### src/rtl/gru_param_loader_pkg.sv
// Shared constants, state encoding and size helpers for the GRU parameter loader.
package gru_pkg;

    localparam logic [3:0] SEL_NONE   = 4'd0;
    localparam logic [3:0] SEL_BIAS   = 4'd1;
    localparam logic [3:0] SEL_WEIGHT = 4'd2;

    typedef enum logic [2:0] {
        ST_IDLE,
        ST_REQ_B,
        ST_LD_B,
        ST_REQ_W,
        ST_LD_W,
        ST_FIN,
        ST_SWEEP
    } state_t;

    // Number of DW_MEM-wide words holding the whole bias vector.
    function automatic int bias_words(input int och, input int dw, input int dw_mem);
        return och * dw / dw_mem;
    endfunction

    // Number of DW_MEM-wide words holding one weight row.
    function automatic int wgt_words(input int ich, input int dw, input int dw_mem);
        return ich * dw / dw_mem;
    endfunction

endpackage

### src/rtl/gru_param_loader_if.sv
// SDRAM burst-read bus plus parameter-store port, as seen by the loader.
interface gru_param_loader_if #(
    parameter int DW_MEM = 256,
    parameter int AW     = 24
);
    logic              rd_req;
    logic [AW-1:0]     rd_addr;
    logic [7:0]        rd_len;
    logic              rd_gnt;
    logic [DW_MEM-1:0] rd_data;
    logic              rd_valid;

    logic              p_en;
    logic              p_write;
    logic [3:0]        p_sel;
    logic [9:0]        p_addr;
    logic [DW_MEM-1:0] p_wdata;
    logic              w_valid;
    logic              w_last;

    modport master (
        output rd_req, rd_addr, rd_len,
        input  rd_gnt, rd_data, rd_valid,
        output p_en, p_write, p_sel, p_addr, p_wdata, w_valid, w_last
    );

    modport slave (
        input  rd_req, rd_addr, rd_len,
        output rd_gnt, rd_data, rd_valid,
        input  p_en, p_write, p_sel, p_addr, p_wdata, w_valid, w_last
    );
endinterface

### src/rtl/gru_param_loader.sv
// Loads bias then weight words from SDRAM into the GRU parameter store and
// can replay the weight words out of the store for the MAC array.
module gru_param_loader
    import gru_pkg::*;
#(
    parameter int DW             = 16,
    parameter int DW_MEM         = 256,
    parameter int INPUT_CHANNEL  = 288,
    parameter int OUTPUT_CHANNEL = 256,
    parameter int AW             = 24
) (
    input  logic          clk,
    input  logic          rst,
    input  logic          start,
    input  logic [AW-1:0] base_addr,
    input  logic          sweep_start,
    output logic          busy,
    output logic          loaded,
    output logic          done,
    output logic          err,
    gru_param_loader_if.master bus
);

    localparam int         BIAS_WORDS = bias_words(OUTPUT_CHANNEL, DW, DW_MEM);
    localparam int         WGT_WORDS  = wgt_words(INPUT_CHANNEL, DW, DW_MEM);
    localparam logic [9:0] BIAS_LAST  = 10'(BIAS_WORDS - 1);
    localparam logic [9:0] WGT_LAST   = 10'(WGT_WORDS - 1);

    state_t            state, state_nxt;
    logic [AW-1:0]     base;
    logic [9:0]        cnt;
    logic              beat_ok, beat_bad;

    // next values for the registered output stage
    logic              nxt_en, nxt_swp, nxt_done;
    logic [3:0]        nxt_sel;
    logic [9:0]        nxt_addr;

    logic              p_en_q, swp_q;
    logic [3:0]        p_sel_q;
    logic [9:0]        p_addr_q;
    logic [DW_MEM-1:0] p_wdata_q;
    logic              w_valid_q, w_last_q;

    // Only beats inside a load phase are accepted; the FSM leaves the phase on
    // its final beat, so anything arriving later is a protocol error.
    assign beat_ok  = bus.rd_valid && (state == ST_LD_B || state == ST_LD_W);
    assign beat_bad = bus.rd_valid && !beat_ok;

    // State register.
    always_ff @(posedge clk) begin
        if (rst) state <= ST_IDLE;
        else     state <= state_nxt;
    end

    // Next-state logic; start has priority over sweep_start in IDLE.
    always_comb begin
        state_nxt = state;
        case (state)
            ST_IDLE: begin
                if (start)                     state_nxt = ST_REQ_B;
                else if (sweep_start && loaded) state_nxt = ST_SWEEP;
            end
            ST_REQ_B: if (bus.rd_gnt) state_nxt = ST_LD_B;
            ST_LD_B:  if (beat_ok && cnt == BIAS_LAST) state_nxt = ST_REQ_W;
            ST_REQ_W: if (bus.rd_gnt) state_nxt = ST_LD_W;
            ST_LD_W:  if (beat_ok && cnt == WGT_LAST) state_nxt = ST_FIN;
            ST_FIN:   state_nxt = ST_IDLE;
            ST_SWEEP: if (cnt == WGT_LAST) state_nxt = ST_IDLE;
            default:  state_nxt = ST_IDLE;
        endcase
    end

    // Output decode feeding the registered store-port stage.
    always_comb begin
        nxt_en   = 1'b0;
        nxt_sel  = SEL_NONE;
        nxt_addr = '0;
        nxt_swp  = 1'b0;
        nxt_done = 1'b0;
        case (state)
            ST_LD_B: if (beat_ok) begin
                nxt_en   = 1'b1;
                nxt_sel  = SEL_BIAS;
                nxt_addr = cnt;
            end
            ST_LD_W: if (beat_ok) begin
                nxt_en   = 1'b1;
                nxt_sel  = SEL_WEIGHT;
                nxt_addr = cnt;
            end
            ST_SWEEP: begin
                nxt_sel  = SEL_WEIGHT;
                nxt_addr = cnt;
                nxt_swp  = 1'b1;
            end
            ST_FIN:  nxt_done = 1'b1;
            default: ;
        endcase
    end

    // Beat/address counter, latched base, sticky status bits.
    always_ff @(posedge clk) begin
        if (rst) begin
            cnt    <= '0;
            base   <= '0;
            loaded <= 1'b0;
            err    <= 1'b0;
        end else begin
            if (state == ST_IDLE && start) begin
                base   <= base_addr;
                loaded <= 1'b0;
            end
            if (state == ST_FIN) loaded <= 1'b1;
            if (beat_bad)        err    <= 1'b1;
            // every phase change restarts the count from word 0
            if (state != state_nxt)                cnt <= '0;
            else if (beat_ok || state == ST_SWEEP) cnt <= cnt + 10'd1;
        end
    end

    // Registered store port; w_valid/w_last trail the sweep address by the
    // store's one-cycle read latency.
    always_ff @(posedge clk) begin
        if (rst) begin
            p_en_q    <= 1'b0;
            p_sel_q   <= SEL_NONE;
            p_addr_q  <= '0;
            p_wdata_q <= '0;
            swp_q     <= 1'b0;
            w_valid_q <= 1'b0;
            w_last_q  <= 1'b0;
            done      <= 1'b0;
        end else begin
            p_en_q    <= nxt_en;
            p_sel_q   <= nxt_sel;
            p_addr_q  <= nxt_addr;
            if (beat_ok) p_wdata_q <= bus.rd_data;
            swp_q     <= nxt_swp;
            w_valid_q <= swp_q;
            w_last_q  <= swp_q && (p_addr_q == WGT_LAST);
            done      <= nxt_done;
        end
    end

    assign busy        = (state != ST_IDLE);

    assign bus.rd_req  = (state == ST_REQ_B) || (state == ST_REQ_W);
    assign bus.rd_addr = (state == ST_REQ_B) ? base :
                         (state == ST_REQ_W) ? base + AW'(BIAS_WORDS) : '0;
    assign bus.rd_len  = (state == ST_REQ_B) ? 8'(BIAS_WORDS) :
                         (state == ST_REQ_W) ? 8'(WGT_WORDS) : 8'd0;

    assign bus.p_en    = p_en_q;
    assign bus.p_write = p_en_q;
    assign bus.p_sel   = p_sel_q;
    assign bus.p_addr  = p_addr_q;
    assign bus.p_wdata = p_wdata_q;
    assign bus.w_valid = w_valid_q;
    assign bus.w_last  = w_last_q;

endmodule

### src/flat_wrapper.sv
// flat-port wrapper written by rule: the top's interface ports become plain ports
module gru_param_loader_flat import gru_pkg::*;
#(
    parameter int DW             = 16,
    parameter int DW_MEM         = 256,
    parameter int INPUT_CHANNEL  = 288,
    parameter int OUTPUT_CHANNEL = 256,
    parameter int AW             = 24
)
  (clk, rst, start, base_addr, sweep_start, busy, loaded, done, err, bus_rd_req, bus_rd_addr, bus_rd_len, bus_rd_gnt, bus_rd_data, bus_rd_valid, bus_p_en, bus_p_write, bus_p_sel, bus_p_addr, bus_p_wdata, bus_w_valid, bus_w_last);
  gru_param_loader_if #(.DW_MEM(DW_MEM), .AW(AW)) bus_i ();
  input  logic clk;
  input  logic rst;
  input  logic start;
  input  logic [AW-1:0] base_addr;
  input  logic sweep_start;
  output logic busy;
  output logic loaded;
  output logic done;
  output logic err;
  output wire logic [$bits(bus_i.rd_req)-1:0] bus_rd_req;
  output wire logic [$bits(bus_i.rd_addr)-1:0] bus_rd_addr;
  output wire logic [$bits(bus_i.rd_len)-1:0] bus_rd_len;
  input wire logic [$bits(bus_i.rd_gnt)-1:0] bus_rd_gnt;
  input wire logic [$bits(bus_i.rd_data)-1:0] bus_rd_data;
  input wire logic [$bits(bus_i.rd_valid)-1:0] bus_rd_valid;
  output wire logic [$bits(bus_i.p_en)-1:0] bus_p_en;
  output wire logic [$bits(bus_i.p_write)-1:0] bus_p_write;
  output wire logic [$bits(bus_i.p_sel)-1:0] bus_p_sel;
  output wire logic [$bits(bus_i.p_addr)-1:0] bus_p_addr;
  output wire logic [$bits(bus_i.p_wdata)-1:0] bus_p_wdata;
  output wire logic [$bits(bus_i.w_valid)-1:0] bus_w_valid;
  output wire logic [$bits(bus_i.w_last)-1:0] bus_w_last;
  assign bus_rd_req = bus_i.rd_req;
  assign bus_rd_addr = bus_i.rd_addr;
  assign bus_rd_len = bus_i.rd_len;
  assign bus_i.rd_gnt = bus_rd_gnt;
  assign bus_i.rd_data = bus_rd_data;
  assign bus_i.rd_valid = bus_rd_valid;
  assign bus_p_en = bus_i.p_en;
  assign bus_p_write = bus_i.p_write;
  assign bus_p_sel = bus_i.p_sel;
  assign bus_p_addr = bus_i.p_addr;
  assign bus_p_wdata = bus_i.p_wdata;
  assign bus_w_valid = bus_i.w_valid;
  assign bus_w_last = bus_i.w_last;
  gru_param_loader #(.DW(DW), .DW_MEM(DW_MEM), .INPUT_CHANNEL(INPUT_CHANNEL), .OUTPUT_CHANNEL(OUTPUT_CHANNEL), .AW(AW)) u_core (.clk(clk), .rst(rst), .start(start), .base_addr(base_addr), .sweep_start(sweep_start), .busy(busy), .loaded(loaded), .done(done), .err(err), .bus(bus_i));
endmodule
### config.mk
export PLATFORM = sky130hd
export DESIGN_NAME = gru_param_loader_flat
export DESIGN_NICKNAME = d
export VERILOG_FILES = /design/src/rtl/gru_param_loader_pkg.sv /design/src/rtl/gru_param_loader_if.sv /design/src/rtl/gru_param_loader.sv /design/src/flat_wrapper.sv
export SDC_FILE = /design/constraint.sdc
export NUM_CORES = 1
export LEC_CHECK = 0
export CORE_AREA = 4 4 232 234
export CTS_BUF_LIST = sky130_fd_sc_hd__clkbuf_2
export DETAILED_ROUTE_END_ITERATION = 10
export DIE_AREA = 0 0 236 238
export MAX_ROUTING_LAYER = met4
export PLACE_DENSITY = 0.52
export REMOVE_ABC_BUFFERS = 1
export SLEW_MARGIN = 30
export SYNTH_ARGS = -nofsm -noshare
export SYNTH_HDL_FRONTEND = slang
export SYNTH_SLANG_ARGS = --single-unit
export TNS_END_PERCENT = 20
### constraint.sdc
create_clock -name clk -period 2.4 [get_ports clk]
set_clock_uncertainty 0.1 [all_clocks]
set_input_delay 0.36 -clock clk [delete_from_list [all_inputs] [get_ports clk]]
set_output_delay 0.36 -clock clk [all_outputs]
set_load 0.05 [all_outputs]
; After elaboration in Yosys (flattened, before gate mapping)
; Index checks and enable logic that the tools add are counted.
[word_totals]
reg_bits = 314
in_bits = 286
out_inout_bits = 311
word_cells = 65
[op_classes]
n_addsub = 2
eq_ne = 10
muxes = 22
n_bitwise = 1
reduce_logical = 17
[ops]
columns = cell, count
row1 = $mux W24, 2
row2 = $add A24 B5 Y24 const B, 1
row3 = $mux W3, 7
row4 = $eq A10 B5 Y1 const B, 2
row5 = $pmux W10 S2, 1
row6 = $pmux W3 S6, 1
row7 = $pmux W4 S3, 1
row8 = $add A10 B1 Y10 const B, 1
row9 = $eq A10 B4 Y1 const B, 1
row10 = $mux W10, 1
row11 = $eq A3 B3 Y1 const B, 3
row12 = $mux W8, 1
row13 = $logic_and A1 B1 Y1, 7
row14 = $eq A3 B2 Y1 const B, 2
row15 = $mux W1, 6
row16 = $reduce_or A2 Y1, 3
row17 = $mux W5, 1
row18 = $eq A3 B1 Y1 const B, 1
row19 = $logic_not A3 Y1, 1
row20 = $logic_or A1 B1 Y1, 3
row21 = $ne A3 B3 Y1, 1
row22 = $reduce_bool A3 Y1, 1
row23 = $mux W2, 1
row24 = $reduce_bool A2 Y1, 1
row25 = other kinds (2), 2

; Depth between registers and ports, before layout
[logic_depth]
ltp_word = 8
depth_mapped = 7
ltp_nobuf = 6

; Worst setup path before layout
; OpenSTA, ideal clock, no wires.
[synth_timing]
path_type = reg-to-output
start = register u_core.base[12]
end = output bus_rd_addr[23]
arrival_ps = 2057
required_time_ps = 1940
path_slack_ps = -117
stages_incl_launch_ff = 7
n_path_buf = 2
path_cell_list = dfxtp_1 -> buf_2 -> and4_1 -> clkbuf_1 -> nand4_1 -> or3_1 -> a21oi_1
[synth_via]
elab_chain_cells = 3
[synth_lines]
columns = element, line_no
row1 = start: declaration, gru_param_loader.sv:30  ; logic [AW-1:0] base;
row2 = start signal: assignment, gru_param_loader.sv:111  ; base <= base_addr;
row3 = $add A24 B5 Y24, gru_param_loader.sv:150  ; (state == ST_REQ_W) ? base + AW'(BIAS_WORDS) : '0;
row4 = $mux W24, gru_param_loader.sv:150
row5 = $mux W24, gru_param_loader.sv:149  ; assign bus.rd_addr = (state == ST_REQ_B) ? base :
row6 = end: declaration, flat_wrapper.sv:22  ; output wire logic [$bits(bus_i.rd_addr)-1:0] bus_rd_addr;
; Every way passes these cells.

; Worst setup path in the final report
[layout_timing]
start = register u_core.base[11]
end = output bus_rd_addr[16]
; Same word-level chain as after synthesis.

==> metrics.cfg <==
[outcome]
violations = negative setup slack
status = finished with violations

[timing]
finalCritPeriodShare = 1.23
drv_slew = 0
grt_setup_unrepaired = yes
setup_tns_ps = -7640
fin_ws_ps = -550
maxClockFrequency_ghz = 0.339
finalHoldViolCount = 0
min_period_ps = 2950
relSlewSlack = 0.602
worst_slew_pin_slew_ps = 597
setup_viol = 26

[run]
cap_violations = 0

[route]
firstDrtPassIters = 5
drc = 0
wl_per_cell_microns = 15.5
routed_wl_microns = 48700
vias_per_cell = 4.31
drtIter0Drc = 564
vias = 13498
ant_nets = 0

[finish]
final_cells = 3130
drive_gt1_frac = 0.214
synthToLayoutAreaGrowth_pct = 92.2
nNetsFinal = 2666
multi_input_area_sq_mm = 0.00499
nFillCells = 5131
seq_area_sq_mm = 0.00627

[yosys]
ys_ff_latch = 312
yosysUniqueCellTypes = 53
synth.avg_cell_area_sq_um = 7.95
netlist_area_sq_mm = 0.0116
synth-seq-area-share = 0.537
synth_cells = 1462
synth-async-reset-ratio = 0
synthFlopType = dfxtp_1
synth-edff-count = 0
ys_warn_count = 0

[placement]
gp_routability_congestion = 0.896
dp.cells = 2682
dp_hpwl_microns = 32700
io_buffers = 588

[clock_tree]
cts-htree-levels = 3
clk_path_buf_depth = 3
cts_tree = built
clock_latency_ps = 950
cts_inserted_buffers = 88
clock-sinks = 312
clk_pin_slew_worst_paths_ps = 110
root_buffer = clkbuf_2

[floorplan]
coreArea_sq_mm = 0.0520
die_y_microns = 238
dieArea_sq_mm = 0.0562
num_rows = 84
die_w_microns = 236
initial_core_util = 0.223
ioPinCount = 597

[global_routing]
grt_antenna_before_repair = 1
grt_overflow_total = 0
grt_pass1_vias = 14050
grt_max_degree = 119
grt_pass1_wl_microns = 74700
grtUsageTotal = 0.168

[setup_path]
crit_fanout = 8
end_kind = primary output
critPathLaunchType = flop
crit_required_ps = 1940
crit_arrival_ps = 2490
critPathKind = reg2out

[power]
p_total_mw = 11.7
ir_worst_vdd_v = 0.000301
leakage_nw = 9.18
powerDensity_mw_per_mm2 = 522

[hold_path]
hp-class = in2reg

[area by class of cell]
| class | count | area share |
|---|---|---|
| sequential | 312 | 0.281 |
| timing repair buffer | 932 | 0.420 |
| inverter | 6 | 0.00134 |
| clock inverter | 22 | 0.00622 |
| antenna | 2 | 0.000224 |
| tap | 688 | 0.0385 |
| multi-input combinational | 1037 | 0.223 |
| clock buffer | 131 | 0.0293 |
[Yosys cell counts, types with 3 or more instances]
library cell	count	area, sq um
nand4_1	6	37.5
a21oi_1	295	1480
xnor2_1	3	26.3
nor3_1	10	50.1
nor2_1	22	82.6
nand2_1	573	2150
and2_1	15	93.8
buf_2	38	190
and4_1	5	43.8
nand2b_1	4	25.0
xor2_1	14	123
inv_1	5	18.8
o21ai_0	13	65.1
ha_1	3	37.5
buf_4	37	278
or3_1	9	56.3
dfxtp_1	312	6250
and3_1	5	31.3
clkbuf_1	38	143
nand3_1	11	55.1
and3b_1	3	26.3
[what timing repair did]
item / 4_1_cts / 5_1_grt
endpoints found under the setup margin: 303 / 99
resized for setup: 858 / 140
endpoints found under the hold margin: 311 / 0
gates cloned: 0 / 1
buffers inserted: 7 / 1
hold buffers: 285 / 0
pin swaps: 19 / 13
[worst paths after layout]
check | start | end | slack, ps | depth (start not counted)
setup reg to reg | u_core.state[1] | u_core.bus.p_wdata[16] | 180 | 10
hold / removal | start | u_core.loaded | 280 | 4
hold reg to reg | u_core.bus.p_wdata[156] | u_core.bus.p_wdata[156] | 350 | 2
setup / recovery | u_core.base[11] | bus_rd_addr[16] | -550 | 6
[critical path, stage by stage, from the launching register on]
cell and delay [ps]:
dfxtp_2 340, and4_4 270, o2111ai_2 110, buf_6 160, or3_4 350, a21oi_4 180
buf_12 150
[cells by family after synthesis]
| family | Yosys count | synth area share |
|---|---|---|
| compound gates | 323 | 0.144 |
| fa+ha+maj | 4 | 0.00409 |
| buf+inv | 120 | 0.0548 |
| xor+xnor | 17 | 0.0128 |
| other cells | 1 | 0.000323 |
| mux | 2 | 0.00183 |
| simple gates | 683 | 0.245 |
| flops | 312 | 0.537 |
[sequential cells by signal, summed over array words and instances (netlist names)]
name and flops:
u_core.swp_q 1, u_core.bus.p_wdata 256, u_core.cnt 10, u_core.state 3
u_core.loaded 1, u_core.bus.p_addr 10, u_core.base 24, u_core.bus.p_sel 2
u_core.done 1, u_core.err 1, u_core.bus.p_en 1, u_core.bus.w_valid 1
u_core.bus.w_last 1
[stage by stage]
step | cell area (sq um) | util | hold WS [ps] | setup WS, ps
floorplan | 11000 | - | 326 | -3760
global placement | 18700 | 0.360 | 337 | 121
detailed placement | 18700 | 0.360 | 342 | 83.5
CTS | 22200 | 0.427 | 7.95 | -821
global route | 22300 | 0.429 | 92.7 | -823
finish | 22300 | 0.429 | 277 | -550
[layout by cell type (no fill, tap or decap), types with 9 or more instances in the layout]
master,synthesis,final
dlygate4sd3_1,0,285
xor2_1,14,14
buf_2,38,87
a21oi_1,295,286
and2_1,15,9
dfxtp_1,312,299
clkdlybuf4s50_1,0,284
nor2_1,22,16
buf_4,37,34
clkdlybuf4s18_2,0,26
clkinv_1,0,16
nand3_1,11,10
dfxtp_2,0,9
o21ai_0,13,11
nand2_1,573,572
buf_12,0,49
dlymetal6s2s_1,0,41
clkdlybuf4s15_2,0,91
clkbuf_2,0,161
nor3_1,10,9
[report_power, final]
group          leakage [nW]  switching [mW]  internal [mW]
sequential             2.53          0.0923           5.32
combinational          6.03            1.19           1.14
clock                 0.613            2.25           1.65
total                  9.18            3.54           8.12
[per-layer routing]
layer | vias up | share of wire | wire length [microns] | global-route usage
met5 | - | 0 | 0 | -
met4 | 0 | 0.039 | 1880 | 0.0840
met3 | 108 | 0.069 | 3340 | 0.0451
met2 | 524 | 0.49 | 23900 | 0.281
met1 | 6222 | 0.40 | 19500 | 0.186
li1 | 6644 | - | - | -
(Power assumes the default switching activity.)
==> edit, RTL diff (same flow settings) <==
Register the output `err` once more, cleared by the reset; this adds one clock of latency there. The other outputs are not delayed to match.
--- a/src/rtl/gru_param_loader.sv
+++ b/src/rtl/gru_param_loader.sv
@@ -25,6 +25,8 @@
     localparam int         WGT_WORDS  = wgt_words(INPUT_CHANNEL, DW, DW_MEM);
     localparam logic [9:0] BIAS_LAST  = 10'(BIAS_WORDS - 1);
     localparam logic [9:0] WGT_LAST   = 10'(WGT_WORDS - 1);
+
+    logic err_s0;
 
     state_t            state, state_nxt;
     logic [AW-1:0]     base;
@@ -105,14 +107,14 @@
             cnt    <= '0;
             base   <= '0;
             loaded <= 1'b0;
-            err    <= 1'b0;
+            err_s0 <= 1'b0;
         end else begin
             if (state == ST_IDLE && start) begin
                 base   <= base_addr;
                 loaded <= 1'b0;
             end
             if (state == ST_FIN) loaded <= 1'b1;
-            if (beat_bad)        err    <= 1'b1;
+            if (beat_bad)        err_s0 <= 1'b1;
             // every phase change restarts the count from word 0
             if (state != state_nxt)                cnt <= '0;
             else if (beat_ok || state == ST_SWEEP) cnt <= cnt + 10'd1;
@@ -159,5 +161,13 @@
     assign bus.w_valid = w_valid_q;
     assign bus.w_last  = w_last_q;
 
+    always_ff @(posedge clk) begin
+        if (rst) begin
+            err <= '0;
+        end else begin
+            err <= err_s0;
+        end
+    end
+
 endmodule
 
Function: changed (Yosys sat finds a counterexample within 4 cycles, from zero or initial values and one cycle with rst high).
==> edit against the original RTL <==
  * Synthesized area rose by 0.14%
  * Combinational power rose by 84%
  * Sequential cell count rose by 1
  * Largest cell class unchanged
  * Sequential power rose by 6.3%
  * Worst setup slack got worse by 0.064 ns
  * Cell area rose by 1.2%
  * Routed wire length rose by 3.6%
  * Critical endpoint is now bus_rd_addr[14]
  * The flow still finishes with violations (setup timing)
  * Power rose by 19%
==> edit: results (changes against the original RTL) <==
stage,metric,value,unit,change
cells_and_area,Non-clk invs,7,,was 6
power,worst vdd ir,375.6,uV,was 300.8 uV
yosys,compound-gate portion of the synthesized area,13.50,%,was 14.41%
run_status,status,"finished, violations left",,unchanged
yosys,Synth Area in XOR/XNOR,2.107,%,was 1.281%
cells_and_area,multi-input gate share of total cell area,22.41,%,was 22.35%
cells_and_area,Nets,2684,,was 2666
place,placed inst area,18460,um^2,was 18700 um^2
cells_and_area,# clk buffers,127,,was 131
yosys,adder-cell area share of the yosys netlist,0.4085,%,was 0.4090%
clock_network,clock buffer count from CTS,89,,was 88
grt,largest net degree at the start of global routing,111,,was 119
critical_path,Worst EP arrival,2.55,ns,was 2.49 ns
grt,GRT Overall Usage,17.32,%,was 16.79%
cells_and_area,#MultiIn Comb,1042,,was 1037
cells_and_area,fraction of area in registers,27.90,%,was 28.07%
yosys,"Seq/Total Area, Yosys",53.83,%,was 53.74%
sta,Setup Viol. Count Final,28,,was 26
place,GP Congestion,0.8941,,was 0.8963
hold_path,Hold Path Sink,u_core.cnt[7],,was u_core.loaded
place,HPWL Detailed,34.15,mm,was 32.69 mm
yosys,multiplexer share of the synthesized area,0.08599,%,was 0.1830%
cells_and_area,number of fill cells,5160,,was 5131
routing,Routed WL,50.44,mm,was 48.67 mm
sta,setup ws final,-0.6134,ns,was -0.5495 ns
cells_and_area,nonclk buf count,942,,was 932
run_status,failing checks,setup timing,,unchanged
hold_path,worst hold stages,5,,was 4
cells_and_area,diodes inserted,9,,was 2
cells_and_area,share of cells above drive strength 1,23.17,%,was 21.39%
==> edit: changes by cell type in the layout (fill, tap and decap cells not counted), moves of 6 or more <==
cell	change
a21oi_1	-13
and2_1	-7
and3_1	+10
buf_12	-18
buf_2	-24
buf_6	+18
clkbuf_2	-14
clkdlybuf4s15_2	+52
diode_2	+7
dlymetal6s2s_1	-22
nor2_2	+9
o21ai_0	-6
==> edit: logic make-up after synthesis <==
group / count (synthesis)
AO/OA/AOI/OAI: 299
XOR/XNOR: 28
adder cells (fa/ha/maj): 4
buffers and inverters: 123
flip-flops: 313
multiplexers: 1
other: 1
AND/OR/NAND/NOR: 702
==> edit: metrics by stage <==
step,std cells,hold slack (ns),TNS (ns),utilization (%)
final,3148,0.2934,-12.67,43.44
after global routing,3147,0.1583,-23.46,43.44
after CTS,3128,0.07500,-31.52,43.23
after detailed placement,2678,0.3433,0,35.48
after global placement,2678,0.3402,0,35.48
after floorplan,1362,0.3257,-887.91,-
==> edit: how the worst max path moves through the flow <==
stage	to	cells after the start
after floorplan	u_core.bus.p_wdata[0]	5
after global placement	bus_rd_addr[16]	6
after detailed placement	bus_rd_addr[20]	6
after CTS	bus_rd_addr[19]	7
after global routing	bus_rd_addr[18]	8
final	bus_rd_addr[14]	8
==> edit: repair_timing <==
| action | in CTS | in global routing |
|---|---|---|
| endpoints found under the setup margin | 303 | 280 |
| buffers inserted | 16 | 9 |
| pin swaps | 18 | 14 |
| hold endpoints to repair | 313 | 0 |
| cloned | 0 | 2 |
| hold buffers | 288 | 0 |
| gates resized for setup | 900 | 162 |
==> edit: report_power, final <==
group,internal [uW],switching [uW]
Sequential,5550,211
Combinational,1750,2550
Clock,1510,2320
